## config.mk

```make
export PLATFORM = sky130hd
export DESIGN_NAME = noc_packet_encoder_flat
export DESIGN_NICKNAME = d
export VERILOG_FILES = /design/src/rtl/noc_pkg.sv /design/src/rtl/noc_packet_encoder_if.sv /design/src/rtl/noc_packet_encoder_axis_reg_slice.sv /design/src/rtl/noc_packet_encoder.sv /design/src/flat_wrapper.sv
export SDC_FILE = /design/constraint.sdc
export NUM_CORES = 1
export LEC_CHECK = 0
export BUFFER_PORTS_ARGS = -buffer_cell sky130_fd_sc_hd__buf_2
export CAP_MARGIN = 40
export CORE_MARGIN = 8
export CORE_UTILIZATION = 51
export CTS_BUF_LIST = sky130_fd_sc_hd__clkbuf_8
export DETAILED_ROUTE_END_ITERATION = 8
export GPL_TIMING_DRIVEN = 0
export PLACE_DENSITY = 0.95
export SYNTH_ARGS = -nofsm -noshare
export SYNTH_HDL_FRONTEND = slang
export SYNTH_SLANG_ARGS = --single-unit
```

## constraint.sdc

```tcl
create_clock -name clk_line -period 3.85 [get_ports clk_line]
set_input_delay 0.1925 -clock clk_line [delete_from_list [all_inputs] [get_ports clk_line]]
set_output_delay 0.1925 -clock clk_line [all_outputs]
set_load 0.01 [all_outputs]
```

## src/rtl/noc_pkg.sv

```systemverilog
// ---------------------------------------------------------------------------
// noc_pkg: definitions shared by the tile's NoC header encoder and decoder.
//   - default field widths (coordinate, node ID, offset, payload length)
//   - header field bit positions for the default widths
//   - packet opcode enum and the encoder state enum
// ---------------------------------------------------------------------------
package noc_pkg;

    localparam int XY_SZ     = 4;
    localparam int OFFSET_SZ = 12;
    localparam int LEN_SZ    = 8;
    localparam int OPC_SZ    = 4;
    localparam int NODE_W    = 2 * XY_SZ;
    localparam int HDR_W     = 32;

    // Header layout, LSB upward: offset | opcode | source | destination
    localparam int OFF_LSB  = 0;
    localparam int OFF_MSB  = OFF_LSB + OFFSET_SZ - 1;
    localparam int OPC_LSB  = OFF_MSB + 1;
    localparam int OPC_MSB  = OPC_LSB + OPC_SZ - 1;
    localparam int SRC_LSB  = OPC_MSB + 1;
    localparam int SRC_MSB  = SRC_LSB + NODE_W - 1;
    localparam int DEST_LSB = SRC_MSB + 1;
    localparam int DEST_MSB = DEST_LSB + NODE_W - 1;

    typedef enum logic [OPC_SZ-1:0] {
        OPC_NOP      = 4'h0,
        OPC_WRITE    = 4'h1,
        OPC_READ     = 4'h2,
        OPC_READ_RSP = 4'h3,
        OPC_ATOMIC   = 4'h4
    } noc_opcode_e;

    typedef enum logic {
        IDLE    = 1'b0,
        PAYLOAD = 1'b1
    } enc_state_e;

endpackage

```

## src/rtl/noc_packet_encoder_if.sv

```systemverilog
// ---------------------------------------------------------------------------
// noc_packet_encoder_if: handshake bundle around the packet encoder.
//   cmd_*        send command (valid/ready + destination, opcode, offset, len)
//   pl_*         payload word stream into the encoder
//   stream_out_* 32-bit AXI-stream toward the NoC router
// modport master : tile side (drives command/payload, sinks stream_out)
// modport slave  : encoder side
// ---------------------------------------------------------------------------
interface noc_packet_encoder_if #(
    parameter int XY_SZ     = 4,
    parameter int OFFSET_SZ = 12,
    parameter int LEN_SZ    = 8
);
    logic                 cmd_valid;
    logic                 cmd_ready;
    logic [2*XY_SZ-1:0]   cmd_dest;
    logic [3:0]           cmd_opcode;
    logic [OFFSET_SZ-1:0] cmd_offset;
    logic [LEN_SZ-1:0]    cmd_len;

    logic                 pl_TVALID;
    logic [31:0]          pl_TDATA;
    logic                 pl_TREADY;

    logic                 stream_out_TVALID;
    logic [31:0]          stream_out_TDATA;
    logic [3:0]           stream_out_TKEEP;
    logic                 stream_out_TLAST;
    logic                 stream_out_TREADY;

    modport master (
        output cmd_valid, cmd_dest, cmd_opcode, cmd_offset, cmd_len,
        input  cmd_ready,
        output pl_TVALID, pl_TDATA,
        input  pl_TREADY,
        input  stream_out_TVALID, stream_out_TDATA, stream_out_TKEEP, stream_out_TLAST,
        output stream_out_TREADY
    );

    modport slave (
        input  cmd_valid, cmd_dest, cmd_opcode, cmd_offset, cmd_len,
        output cmd_ready,
        input  pl_TVALID, pl_TDATA,
        output pl_TREADY,
        output stream_out_TVALID, stream_out_TDATA, stream_out_TKEEP, stream_out_TLAST,
        input  stream_out_TREADY
    );

endinterface

```

## src/rtl/noc_packet_encoder_axis_reg_slice.sv

```systemverilog
// ---------------------------------------------------------------------------
// axis_reg_slice: single-entry registered AXI-stream output stage.
//   clk, rst_n      clock, synchronous active-low reset
//   load            write load_data/load_last into the register; the caller
//                   only raises it while slot_free is high
//   slot_free       register empty or being drained this cycle
//   m_valid/m_data/m_keep/m_last/m_ready   registered stream output
// A load in the same cycle as a drain replaces the entry with no gap, so a
// continuous producer gets one word per cycle.
// ---------------------------------------------------------------------------
module axis_reg_slice #(
    parameter int DATA_W = 32
) (
    input  logic                clk,
    input  logic                rst_n,
    input  logic                load,
    input  logic [DATA_W-1:0]   load_data,
    input  logic                load_last,
    output logic                slot_free,
    output logic                m_valid,
    output logic [DATA_W-1:0]   m_data,
    output logic [DATA_W/8-1:0] m_keep,
    output logic                m_last,
    input  logic                m_ready
);

    assign slot_free = !m_valid || m_ready;

    always_ff @(posedge clk) begin
        if (!rst_n) begin
            m_valid <= 1'b0;
            m_data  <= '0;
            m_keep  <= '0;
            m_last  <= 1'b0;
        end else if (load) begin
            m_valid <= 1'b1;
            m_data  <= load_data;
            m_keep  <= '1;
            m_last  <= load_last;
        end else if (m_ready) begin
            // Drained with nothing behind it: data is left as-is, the
            // qualifiers drop so KEEP/LAST read 0 while invalid.
            m_valid <= 1'b0;
            m_keep  <= '0;
            m_last  <= 1'b0;
        end
    end

endmodule

```

## src/rtl/noc_packet_encoder.sv

```systemverilog
// ---------------------------------------------------------------------------
// noc_packet_encoder: tile transmit-side NoC framer.
//   clk_line, clk_line_rst_low   line clock, synchronous active-low reset
//   HsrcId                       this tile's node ID, captured into the header
//   bus (slave modport)          command, payload stream and NoC output stream
//   busy                         packet in progress or output word pending
//   pkt_count                    packets completed (TLAST handshakes), wraps
// Each accepted command emits one header word
//   {dest, src, opcode, offset}
// followed by cmd_len payload words passed through unmodified; TLAST marks
// the final word (the header itself when cmd_len == 0).
// ---------------------------------------------------------------------------
module noc_packet_encoder
    import noc_pkg::*;
#(
    parameter int XY_SZ     = noc_pkg::XY_SZ,
    parameter int OFFSET_SZ = noc_pkg::OFFSET_SZ,
    parameter int LEN_SZ    = noc_pkg::LEN_SZ
) (
    input  logic                 clk_line,
    input  logic                 clk_line_rst_low,
    input  logic [2*XY_SZ-1:0]   HsrcId,
    noc_packet_encoder_if.slave  bus,
    output logic                 busy,
    output logic [15:0]          pkt_count
);

    if (4*XY_SZ + 4 + OFFSET_SZ != 32) begin : g_bad_hdr_width
        $error("noc_packet_encoder: header fields must total 32 bits");
    end

    enc_state_e        state_q, state_d;
    logic [LEN_SZ-1:0] rem_q, rem_d;

    logic        slot_free;
    logic        load;
    logic [31:0] load_data;
    logic        load_last;
    logic        cmd_ready_c;
    logic        pl_ready_c;
    logic [31:0] header;

    assign header = {bus.cmd_dest, HsrcId, bus.cmd_opcode, bus.cmd_offset};

    // Next state, output-register load and handshakes. Ready is masked
    // while reset is asserted so no command/word is acknowledged and then
    // discarded by the reset branch.
    always_comb begin
        state_d     = state_q;
        rem_d       = rem_q;
        load        = 1'b0;
        load_data   = '0;
        load_last   = 1'b0;
        cmd_ready_c = 1'b0;
        pl_ready_c  = 1'b0;
        case (state_q)
            IDLE: begin
                cmd_ready_c = clk_line_rst_low && slot_free;
                if (bus.cmd_valid && cmd_ready_c) begin
                    load      = 1'b1;
                    load_data = header;
                    load_last = (bus.cmd_len == '0);
                    rem_d     = bus.cmd_len;
                    state_d   = (bus.cmd_len == '0) ? IDLE : PAYLOAD;
                end
            end
            PAYLOAD: begin
                pl_ready_c = clk_line_rst_low && slot_free;
                if (bus.pl_TVALID && pl_ready_c) begin
                    load      = 1'b1;
                    load_data = bus.pl_TDATA;
                    load_last = (rem_q == LEN_SZ'(1));
                    rem_d     = rem_q - LEN_SZ'(1);
                    if (rem_q == LEN_SZ'(1)) state_d = IDLE;
                end
            end
            default: state_d = IDLE;
        endcase
    end

    always_ff @(posedge clk_line) begin
        if (!clk_line_rst_low) begin
            state_q   <= IDLE;
            rem_q     <= '0;
            pkt_count <= '0;
        end else begin
            state_q <= state_d;
            rem_q   <= rem_d;
            if (bus.stream_out_TVALID && bus.stream_out_TREADY && bus.stream_out_TLAST)
                pkt_count <= pkt_count + 16'd1;
        end
    end

    axis_reg_slice #(
        .DATA_W (32)
    ) u_out_slice (
        .clk       (clk_line),
        .rst_n     (clk_line_rst_low),
        .load      (load),
        .load_data (load_data),
        .load_last (load_last),
        .slot_free (slot_free),
        .m_valid   (bus.stream_out_TVALID),
        .m_data    (bus.stream_out_TDATA),
        .m_keep    (bus.stream_out_TKEEP),
        .m_last    (bus.stream_out_TLAST),
        .m_ready   (bus.stream_out_TREADY)
    );

    assign bus.cmd_ready = cmd_ready_c;
    assign bus.pl_TREADY = pl_ready_c;
    assign busy          = (state_q != IDLE) || bus.stream_out_TVALID;

endmodule

```

## src/flat_wrapper.sv

```systemverilog
// flat-port wrapper written by rule: the top's interface ports become plain ports
module noc_packet_encoder_flat import noc_pkg::*;
#(
    parameter int XY_SZ     = noc_pkg::XY_SZ,
    parameter int OFFSET_SZ = noc_pkg::OFFSET_SZ,
    parameter int LEN_SZ    = noc_pkg::LEN_SZ
)
  (clk_line, clk_line_rst_low, HsrcId, busy, pkt_count, bus_cmd_valid, bus_cmd_dest, bus_cmd_opcode, bus_cmd_offset, bus_cmd_len, bus_cmd_ready, bus_pl_TVALID, bus_pl_TDATA, bus_pl_TREADY, bus_stream_out_TVALID, bus_stream_out_TDATA, bus_stream_out_TKEEP, bus_stream_out_TLAST, bus_stream_out_TREADY);
  noc_packet_encoder_if #(.XY_SZ(XY_SZ), .OFFSET_SZ(OFFSET_SZ), .LEN_SZ(LEN_SZ)) bus_i ();
  input  logic clk_line;
  input  logic clk_line_rst_low;
  input  logic [2*XY_SZ-1:0] HsrcId;
  output logic busy;
  output logic [15:0] pkt_count;
  input wire logic [$bits(bus_i.cmd_valid)-1:0] bus_cmd_valid;
  input wire logic [$bits(bus_i.cmd_dest)-1:0] bus_cmd_dest;
  input wire logic [$bits(bus_i.cmd_opcode)-1:0] bus_cmd_opcode;
  input wire logic [$bits(bus_i.cmd_offset)-1:0] bus_cmd_offset;
  input wire logic [$bits(bus_i.cmd_len)-1:0] bus_cmd_len;
  output wire logic [$bits(bus_i.cmd_ready)-1:0] bus_cmd_ready;
  input wire logic [$bits(bus_i.pl_TVALID)-1:0] bus_pl_TVALID;
  input wire logic [$bits(bus_i.pl_TDATA)-1:0] bus_pl_TDATA;
  output wire logic [$bits(bus_i.pl_TREADY)-1:0] bus_pl_TREADY;
  output wire logic [$bits(bus_i.stream_out_TVALID)-1:0] bus_stream_out_TVALID;
  output wire logic [$bits(bus_i.stream_out_TDATA)-1:0] bus_stream_out_TDATA;
  output wire logic [$bits(bus_i.stream_out_TKEEP)-1:0] bus_stream_out_TKEEP;
  output wire logic [$bits(bus_i.stream_out_TLAST)-1:0] bus_stream_out_TLAST;
  input wire logic [$bits(bus_i.stream_out_TREADY)-1:0] bus_stream_out_TREADY;
  assign bus_i.cmd_valid = bus_cmd_valid;
  assign bus_i.cmd_dest = bus_cmd_dest;
  assign bus_i.cmd_opcode = bus_cmd_opcode;
  assign bus_i.cmd_offset = bus_cmd_offset;
  assign bus_i.cmd_len = bus_cmd_len;
  assign bus_cmd_ready = bus_i.cmd_ready;
  assign bus_i.pl_TVALID = bus_pl_TVALID;
  assign bus_i.pl_TDATA = bus_pl_TDATA;
  assign bus_pl_TREADY = bus_i.pl_TREADY;
  assign bus_stream_out_TVALID = bus_i.stream_out_TVALID;
  assign bus_stream_out_TDATA = bus_i.stream_out_TDATA;
  assign bus_stream_out_TKEEP = bus_i.stream_out_TKEEP;
  assign bus_stream_out_TLAST = bus_i.stream_out_TLAST;
  assign bus_i.stream_out_TREADY = bus_stream_out_TREADY;
  noc_packet_encoder #(.XY_SZ(XY_SZ), .OFFSET_SZ(OFFSET_SZ), .LEN_SZ(LEN_SZ)) u_core (.clk_line(clk_line), .clk_line_rst_low(clk_line_rst_low), .HsrcId(HsrcId), .bus(bus_i), .busy(busy), .pkt_count(pkt_count));
endmodule
```

After elaboration in Yosys (flattened, before gate mapping) --
Cells that the tools add are included. W data, S select, Z words.
Storage, ports and cells: register bits 63, word-level logic and storage cells 48, output and inout bits 57, bits of input ports 77
Operators by class: add/subtract/negate cells 2, bitwise gates (word level) 1, reductions and logical operators 11, equal/unequal tests 3, mux-type cells 24
Operator list (number):
- $mux W32 | 2
- $pmux W32 S2 | 1
- $add A16 B1 Y16 const B | 1
- $mux W8 | 2
- $pmux W8 S2 | 1
- $mux W1 | 13
- $eq A8 B1 Y1 const B | 1
- $logic_not A8 Y1 | 1
- $mux W4 | 2
- $sub A8 B1 Y8 const B | 1
- $pmux W1 S2 | 3
- $logic_and A1 B1 Y1 | 5
- $logic_or A1 B1 Y1 | 2
- $ne A2 B1 Y1 const B | 1
- $ne A2 B2 Y1 const B | 1
- $reduce_and A2 Y1 | 1
- $reduce_bool A2 Y1 | 1
- $logic_not A1 Y1 | 1
- $not A1 Y1 | 1

Longest topological paths before layout --
Gate-level depths: netlist (run 1).
word-level depth 7, gate-level depth with buffers 7, gate-level depth less buffers 6

Hierarchy --
From an unflattened synthesis (run 1), not the netlist that was laid out.
Unflattened totals: cells, all modules 315, area, all modules 3002.9 um^2
Modules (own cells, without submodules):
- noc_packet_encoder | cells an instance 201, area each 1652.8 um^2, seq. area each 500.5 um^2, instances 1
- axis_reg_slice | cells an instance 114, area each 1350.0 um^2, seq. area each 680.7 um^2, instances 1

Worst setup path after synthesis (run 1) --
OpenSTA, ideal clock, no wires.
path type register to register, start register u_core.u_out_slice.m_keep[2] (netlist name), end register u_core.pkt_count[15], cell stages (with the launch flop) 7, data arrival time 1442 ps, setup time 115 ps, path slack 2293 ps, period minus slack after synthesis 1557 ps, cells stage by stage dfxtp_1 > and4_1 > and4_1 > buf_2 > nand4_1 > xnor2_1 > and2_1
RTL lines:
- end signal: assignment | line noc_packet_encoder.sv:90 | pkt_count <= pkt_count + 16'd1;
- end: declaration | line noc_packet_encoder.sv:25 | output logic [15:0] pkt_count

==> impl_metrics.env, run 1 <==
export IMPL_gp_congestion=0.881
export IMPL_drv_cap=0
export IMPL_post_cts_buffers=0
export IMPL_die_w_um=88.1
export IMPL_status="finished clean"
export IMPL_required_ns=4.08
export IMPL_finalSetupViolCount=0
export IMPL_drc_errors=0
export IMPL_grt_max_degree=11
export IMPL_postCtsHoldBufs=0
export IMPL_finalCritPeriodShare_pct=44.6
export IMPL_critPathSlowestCell="dfxtp_1"
export IMPL_synth_area_mm2=0.00265
export IMPL_die_h_um=88.1
export IMPL_antenna_found_initial=0
export IMPL_drive_gt1_share_pct=36.2
export IMPL_routed_wl_um=8580
export IMPL_ys_seq_area_share_pct=44.5
export IMPL_port_buffers=132
export IMPL_leakage_uw=0.00169
export IMPL_max_stage_delay_ns=0.51
export IMPL_syn_nets=400
export IMPL_wl_per_cell_um=16.0
export IMPL_p_per_area_mw_per_mm2=408
export IMPL_gr_total_overflow=0
export IMPL_maxSlewHeadroom_pct=64.6
export IMPL_clk_pin_slew_worst_paths_ns=0.07
export IMPL_start_util_pct=52.2
export IMPL_grt_pass1_vias=3045
export IMPL_num_nets_final=543
export IMPL_synth_cell_types=39
export IMPL_cts_tree="built"
export IMPL_final_cell_mix="141 x buf_2, 59 x dfxtp_1, 46 x nand2_1, 44 x a21oi_1, 32 x a22oi_1"
export IMPL_vdd_ir_drop_worst_mv=0.245
export IMPL_diodes=0
export IMPL_power_uw=1470
export IMPL_skew_ns=0.00702
export IMPL_drt_iter0_markers=195
export IMPL_syn_avg_cell_area_um2=8.29
export IMPL_whs_ns=0.142
export IMPL_layout_commonest_cell="buf_2"
export IMPL_crit_path_start_kind="flip-flop"
export IMPL_hpwl_um=6520
export IMPL_postSynthCellCount=320
export IMPL_dr_pass1_iters=5
export IMPL_path_class="flip-flop to flip-flop"
export IMPL_clockBufferDepth=2
export IMPL_hold_viol_final=0
export IMPL_via_per_inst=5.45
export IMPL_cts_num_sinks=59
export IMPL_cts_root_buffer="clkbuf_8"
export IMPL_worstHoldPathType="input port to flip-flop"
export IMPL_synthFlopType="dfxtp_1"
export IMPL_rsz0062_at_grt="false"
export IMPL_synthArstFlopShare_pct=0
export IMPL_cts_resized_gates=0
export IMPL_cts_htree_levels=3
export IMPL_ios=134
export IMPL_endpoint_kind="flip-flop"
export IMPL_ys_warn_count=0
export IMPL_cp_data_arrival_time_ns=1.95
export IMPL_ys_ff_latch=59
export IMPL_synth_edf_count=0
export IMPL_maxSlewViolCount=0
export IMPL_area_growth_pct=36.2
export IMPL_cts_buffers=9
export IMPL_worstMarginPinSlew_ns=0.531
export IMPL_vias=2928
export IMPL_grt_usage_pct=22.0
export IMPL_place_area_mm2=0.00340
export IMPL_core_mm2=0.00507
export IMPL_setup_tns_final_ns=0
export IMPL_min_period_ns=1.72
export IMPL_insertion_delay_ns=0.33
export IMPL_ant_nets=0
export IMPL_finish_utilization_pct=71.2
export IMPL_path_max_fanout=10
export IMPL_cp_cell_sequence="and4_1, and4_1, buf_2, nand4_1, xnor2_1, and2_1"
export IMPL_max_clock_freq_mhz=583
export IMPL_cpMostUsedCell="and4_1"
export IMPL_rows=26
export IMPL_grt_pass1_wl_um=13400
export IMPL_dieArea_mm2=0.00776
export IMPL_fin_area_mm2=0.00361
==> per-layer routing <==
layer  GRT usage [%]  wire (µm)  vias to the layer above
met1            23.2       3320                     1348
met2            36.4       4070                      146
met3            10.3       1050                       12
li1                -          -                     1422
met5               0          0                        -
met4            9.98        144                        0
==> worst max-delay path, delay by kind of cell, from the launching register on <==
kind | cells | cell delay, ns
buffers and inverters | 1 | 0.17
DFF | 1 | 0.51
xor gates and xnor gates | 1 | 0.15
and+or+nand+nor | 4 | 0.78
==> state kept, by name, summed over array words and instances (netlist names) <==
register and flops:
u_core.state_q 1, u_core.u_out_slice.m_keep 1, u_core.pkt_count 16, u_core.u_out_slice.m_last 1, u_core.rem_q 8, u_core.u_out_slice.m_data 32
==> synthesized netlist by cell type (2+ instances only) <==
cell	number	area share (%)
mux2i_1	2	0.76
nor2b_1	2	0.47
buf_2	9	1.7
nand2b_1	3	0.71
and4_1	3	0.99
and3_1	3	0.71
o21ai_0	8	1.5
xor2_1	11	3.6
clkbuf_1	7	0.99
nand3_1	12	2.3
o22ai_1	3	0.71
dfxtp_1	59	45
nand4_1	5	1.2
or3_1	4	0.94
a211oi_1	2	0.57
o31ai_1	2	0.57
nor2_1	21	3.0
buf_4	9	2.5
a21oi_1	44	8.3
xnor2_1	2	0.66
and2_1	2	0.47
a22oi_1	32	9.1
nor4_1	2	0.47
ha_1	3	1.4
nor3_1	4	0.76
nand2_1	46	6.5
inv_1	7	0.99
a21boi_0	2	0.57
==> cells by family (layout without fill, tap and decap cells) <==
family | Yosys count | count (layout) | share of synthesized area (%)
simple gates | 111 | 111 | 19.4
compound gates | 99 | 99 | 23.2
flops | 59 | 59 | 44.5
buf+inv | 33 | 180 | 6.37
xor+xnor | 13 | 13 | 4.29
fa+ha+maj | 3 | 3 | 1.42
mux | 2 | 2 | 0.755
==> metrics by stage <==
stage,instances,setup WS [ns]
after CTS,537,2.13
final,537,2.13
after detailed placement,522,2.15
after global routing,537,2.00
after floorplan,320,2.29
after global placement,522,2.20
==> final timing paths <==
kind / depth (start not counted) / slack (ns) / end / start
min: 3 / 0.14 / u_core.u_out_slice.m_data[31]$_SDFFE_PN0P_ / bus_pl_TDATA[31]
min reg2reg: 2 / 0.45 / u_core.u_out_slice.m_data[23]$_SDFFE_PN0P_ / u_core.u_out_slice.m_data[23]$_SDFFE_PN0P_
max: 6 / 2.13 / u_core.pkt_count[15]$_SDFFE_PN0P_ / u_core.u_out_slice.m_keep[2]$_SDFFE_PN0P_
max reg2reg: 6 / 2.13 / u_core.pkt_count[15]$_SDFFE_PN0P_ / u_core.u_out_slice.m_keep[2]$_SDFFE_PN0P_
==> power breakdown <==
group          switching [µW]  internal [µW]
clock                     231            364
sequential               20.6            640
combinational             122           97.5
total                     373           1100
==> final cells by class <==
class,instances,area (µm²)
clock buffer,13,179
sequential,59,1180
multi-input combinational,228,1300
inverter,8,30.0
timing repair buffer,132,661
tap,70,87.6
clock inverter,2,33.8
fill,431,1460
buffer,25,139
Power figures use the tool's default switching activity.
==> inputs of run 2 (changes only) <==
--- a/config.mk
+++ b/config.mk
@@ -8,11 +8,11 @@
 export BUFFER_PORTS_ARGS = -buffer_cell sky130_fd_sc_hd__buf_2
 export CAP_MARGIN = 40
 export CORE_MARGIN = 8
-export CORE_UTILIZATION = 51
+export CORE_UTILIZATION = 42
 export CTS_BUF_LIST = sky130_fd_sc_hd__clkbuf_8
 export DETAILED_ROUTE_END_ITERATION = 8
 export GPL_TIMING_DRIVEN = 0
-export PLACE_DENSITY = 0.95
+export PLACE_DENSITY = 0.86
 export SYNTH_ARGS = -nofsm -noshare
 export SYNTH_HDL_FRONTEND = slang
 export SYNTH_SLANG_ARGS = --single-unit
==> constraint.sdc (replaced) <==
create_clock -name clk_line -period 1.5 [get_ports clk_line]
set_input_delay 0.075 -clock clk_line [delete_from_list [all_inputs] [get_ports clk_line]]
set_output_delay 0.075 -clock clk_line [all_outputs]
set_load 0.01 [all_outputs]
==> impl_metrics.env, run 2 (synthesized netlist as in run 1, its figures left out) <==
export IMPL_status="complete, but fails checks"
export IMPL_violations="negative setup slack"
export IMPL_vias=2920
export IMPL_clockBufferDepth=2
export IMPL_pwr_share_seq_pct=42.7
export IMPL_maxSlewHeadroom_pct=65.1
export IMPL_cp_cell_sequence="and4_4, and4_1, buf_6, nand4_1, xnor2_1, and2_1"
export IMPL_reg_top3="u_core.u_out_slice.m_data: 32 flops, u_core.pkt_count: 16 flops, u_core.rem_q: 8 flops"
export IMPL_min_period_ns=1.52
export IMPL_dr_pass1_iters=5
export IMPL_antenna_found_initial=0
export IMPL_worstMarginPinSlew_ns=0.523
export IMPL_ant_nets=0
export IMPL_largest_reg_flops=32
export IMPL_place_area_mm2=0.00341
export IMPL_fin_area_mm2=0.00383
export IMPL_max_stage_delay_ns=0.37
export IMPL_gr_total_overflow=0
export IMPL_cts_tree="built"
export IMPL_cp_num_buf_inv=1
export IMPL_internal_power_uw=2950
export IMPL_cts_root_buffer="clkbuf_8"
export IMPL_grt_pass1_wl_um=13600
export IMPL_grt_pass1_vias=2897
export IMPL_drt_met1_wl_um=3550
export IMPL_drive_gt1_share_pct=41.5
export IMPL_final_cell_mix="133 x buf_2, 56 x dfxtp_1, 45 x nand2_1, 41 x a21oi_1, 32 x a22oi_1"
export IMPL_cts_num_sinks=59
export IMPL_diodes=0
export IMPL_path_class="flip-flop to flip-flop"
export IMPL_setup_tns_final_ns=-0.0217
export IMPL_critPathSlowestCell="dfxtp_4"
export IMPL_insertion_delay_ns=0.33
export IMPL_whs_ns=0.0163
export IMPL_ios=134
export IMPL_vdd_ir_drop_worst_mv=0.757
export IMPL_hpwl_um=6390
export IMPL_finalSetupViolCount=1
export IMPL_p_comb_share_pct=15.9
export IMPL_cts_buffers=9
export IMPL_via_per_inst=5.29
export IMPL_die_w_um=95.5
export IMPL_leakage_uw=0.00176
export IMPL_clk_pin_slew_worst_paths_ns=0.07
export IMPL_port_buffers=132
export IMPL_dp_cells=529
export IMPL_gp_congestion=0.864
export IMPL_start_util_pct=42.5
export IMPL_endpoint_kind="flip-flop"
export IMPL_rsz0062_at_grt="true"
export IMPL_finalCritPeriodShare_pct=101
export IMPL_drt_iter0_markers=141
export IMPL_switching_share_pct=25.6
export IMPL_die_h_um=95.5
export IMPL_final_cells=552
export IMPL_wl_per_cell_um=15.9
export IMPL_num_nets_final=550
export IMPL_area_growth_pct=44.4
export IMPL_drc_errors=0
export IMPL_required_ns=1.72
export IMPL_max_clock_freq_mhz=657
export IMPL_drv_cap=0
export IMPL_worst_slack_ns=-0.0217
export IMPL_routed_wl_um=8760
export IMPL_core_mm2=0.00624
export IMPL_dieArea_mm2=0.00911
export IMPL_maxSlewViolCount=0
export IMPL_grt_max_degree=11
export IMPL_cts_htree_levels=3
export IMPL_switching_power_uw=1010
export IMPL_p_per_area_mw_per_mm2=1040
export IMPL_clockPowerShare_pct=41.4
export IMPL_crit_family="simple AND/OR/NAND/NOR gates"
export IMPL_rows=29
export IMPL_postCtsHoldBufs=0
export IMPL_dr_wl_met3_um=864
export IMPL_cp_data_arrival_time_ns=1.75
export IMPL_hold_viol_final=0
export IMPL_layout_commonest_cell="buf_2"
export IMPL_skew_ns=0.00574
export IMPL_worstHoldPathType="input port to flip-flop"
export IMPL_top_register="u_core.u_out_slice.m_data"
export IMPL_crit_path_start_kind="flip-flop"
export IMPL_wl_met2_um=4290
export IMPL_grt_usage_pct=18.8
export IMPL_path_max_fanout=5
export IMPL_top_layer="met4"
## run 2: path summary, 6_finish.rpt
path,from,end,slack [ns],cells past startpoint
worst min-delay path,bus_pl_TDATA[9],u_core.u_out_slice.m_data[9]$_SDFFE_PN0P_,0.02,3
worst max-delay path,u_core.u_out_slice.m_keep[2]$_SDFFE_PN0P_,u_core.pkt_count[15]$_SDFFE_PN0P_,-0.02,6
worst min register to register,u_core.u_out_slice.m_data[13]$_SDFFE_PN0P_,u_core.u_out_slice.m_data[13]$_SDFFE_PN0P_,0.45,2
worst max register to register,u_core.u_out_slice.m_keep[2]$_SDFFE_PN0P_,u_core.pkt_count[15]$_SDFFE_PN0P_,-0.02,6
## run 2: cell type report
type / count / area, µm²
Buffer: 25 / 193
Sequential cell: 59 / 1190
Timing Repair Buffer: 139 / 713
Fill cell: 553 / 2410
Clock inverter: 5 / 76.3
Clock buffer: 11 / 151
Multi-Input combinational cell: 228 / 1380
Tap cell: 77 / 96.3
Inverter: 8 / 30.0
## run 2: metrics by stage
stage | utilization (%) | worst slack [ns] | power [µW]
4_1_cts | 60.0 | 0.00271 | 3930
3_3_place_gp | 54.6 | -0.221 | 2260
5_1_grt | 61.3 | -0.0569 | 4150
6_report | 61.3 | -0.0217 | 3960
2_1_floorplan | - | 0.0461 | 2030
3_5_place_dp | 54.6 | -0.268 | 2280
## run 2: worst min-delay path, stage by stage
cell     delay [ns]
buf_2          0.07
a22oi_1        0.05
a21oi_1        0.11
## run 2: metal layers
layer | up-vias | GRT usage (%)
met2 | 115 | 30.6
met5 | - | 0
met3 | 6 | 7.87
met1 | 1367 | 22.3
met4 | 0 | 4.74
li1 | 1432 | -
## run 2: power groups by stage
stage / combinational (µW) / clock [µW] / sequential [µW]
finish: 631 / 1640 / 1690
global route: 690 / 1760 / 1700
CTS: 590 / 1660 / 1690
detailed placement: 557 / 0 / 1720
global placement: 544 / 0 / 1720
floorplan: 287 / 0 / 1740
## run 2: repair_timing
| action | 4_1_cts | 5_1_grt |
|---|---|---|
| gates resized for setup | 21 | 24 |
| setup endpoints to repair | 47 | 41 |
| setup buffers | 6 | 1 |
| pin swaps | 4 | 4 |
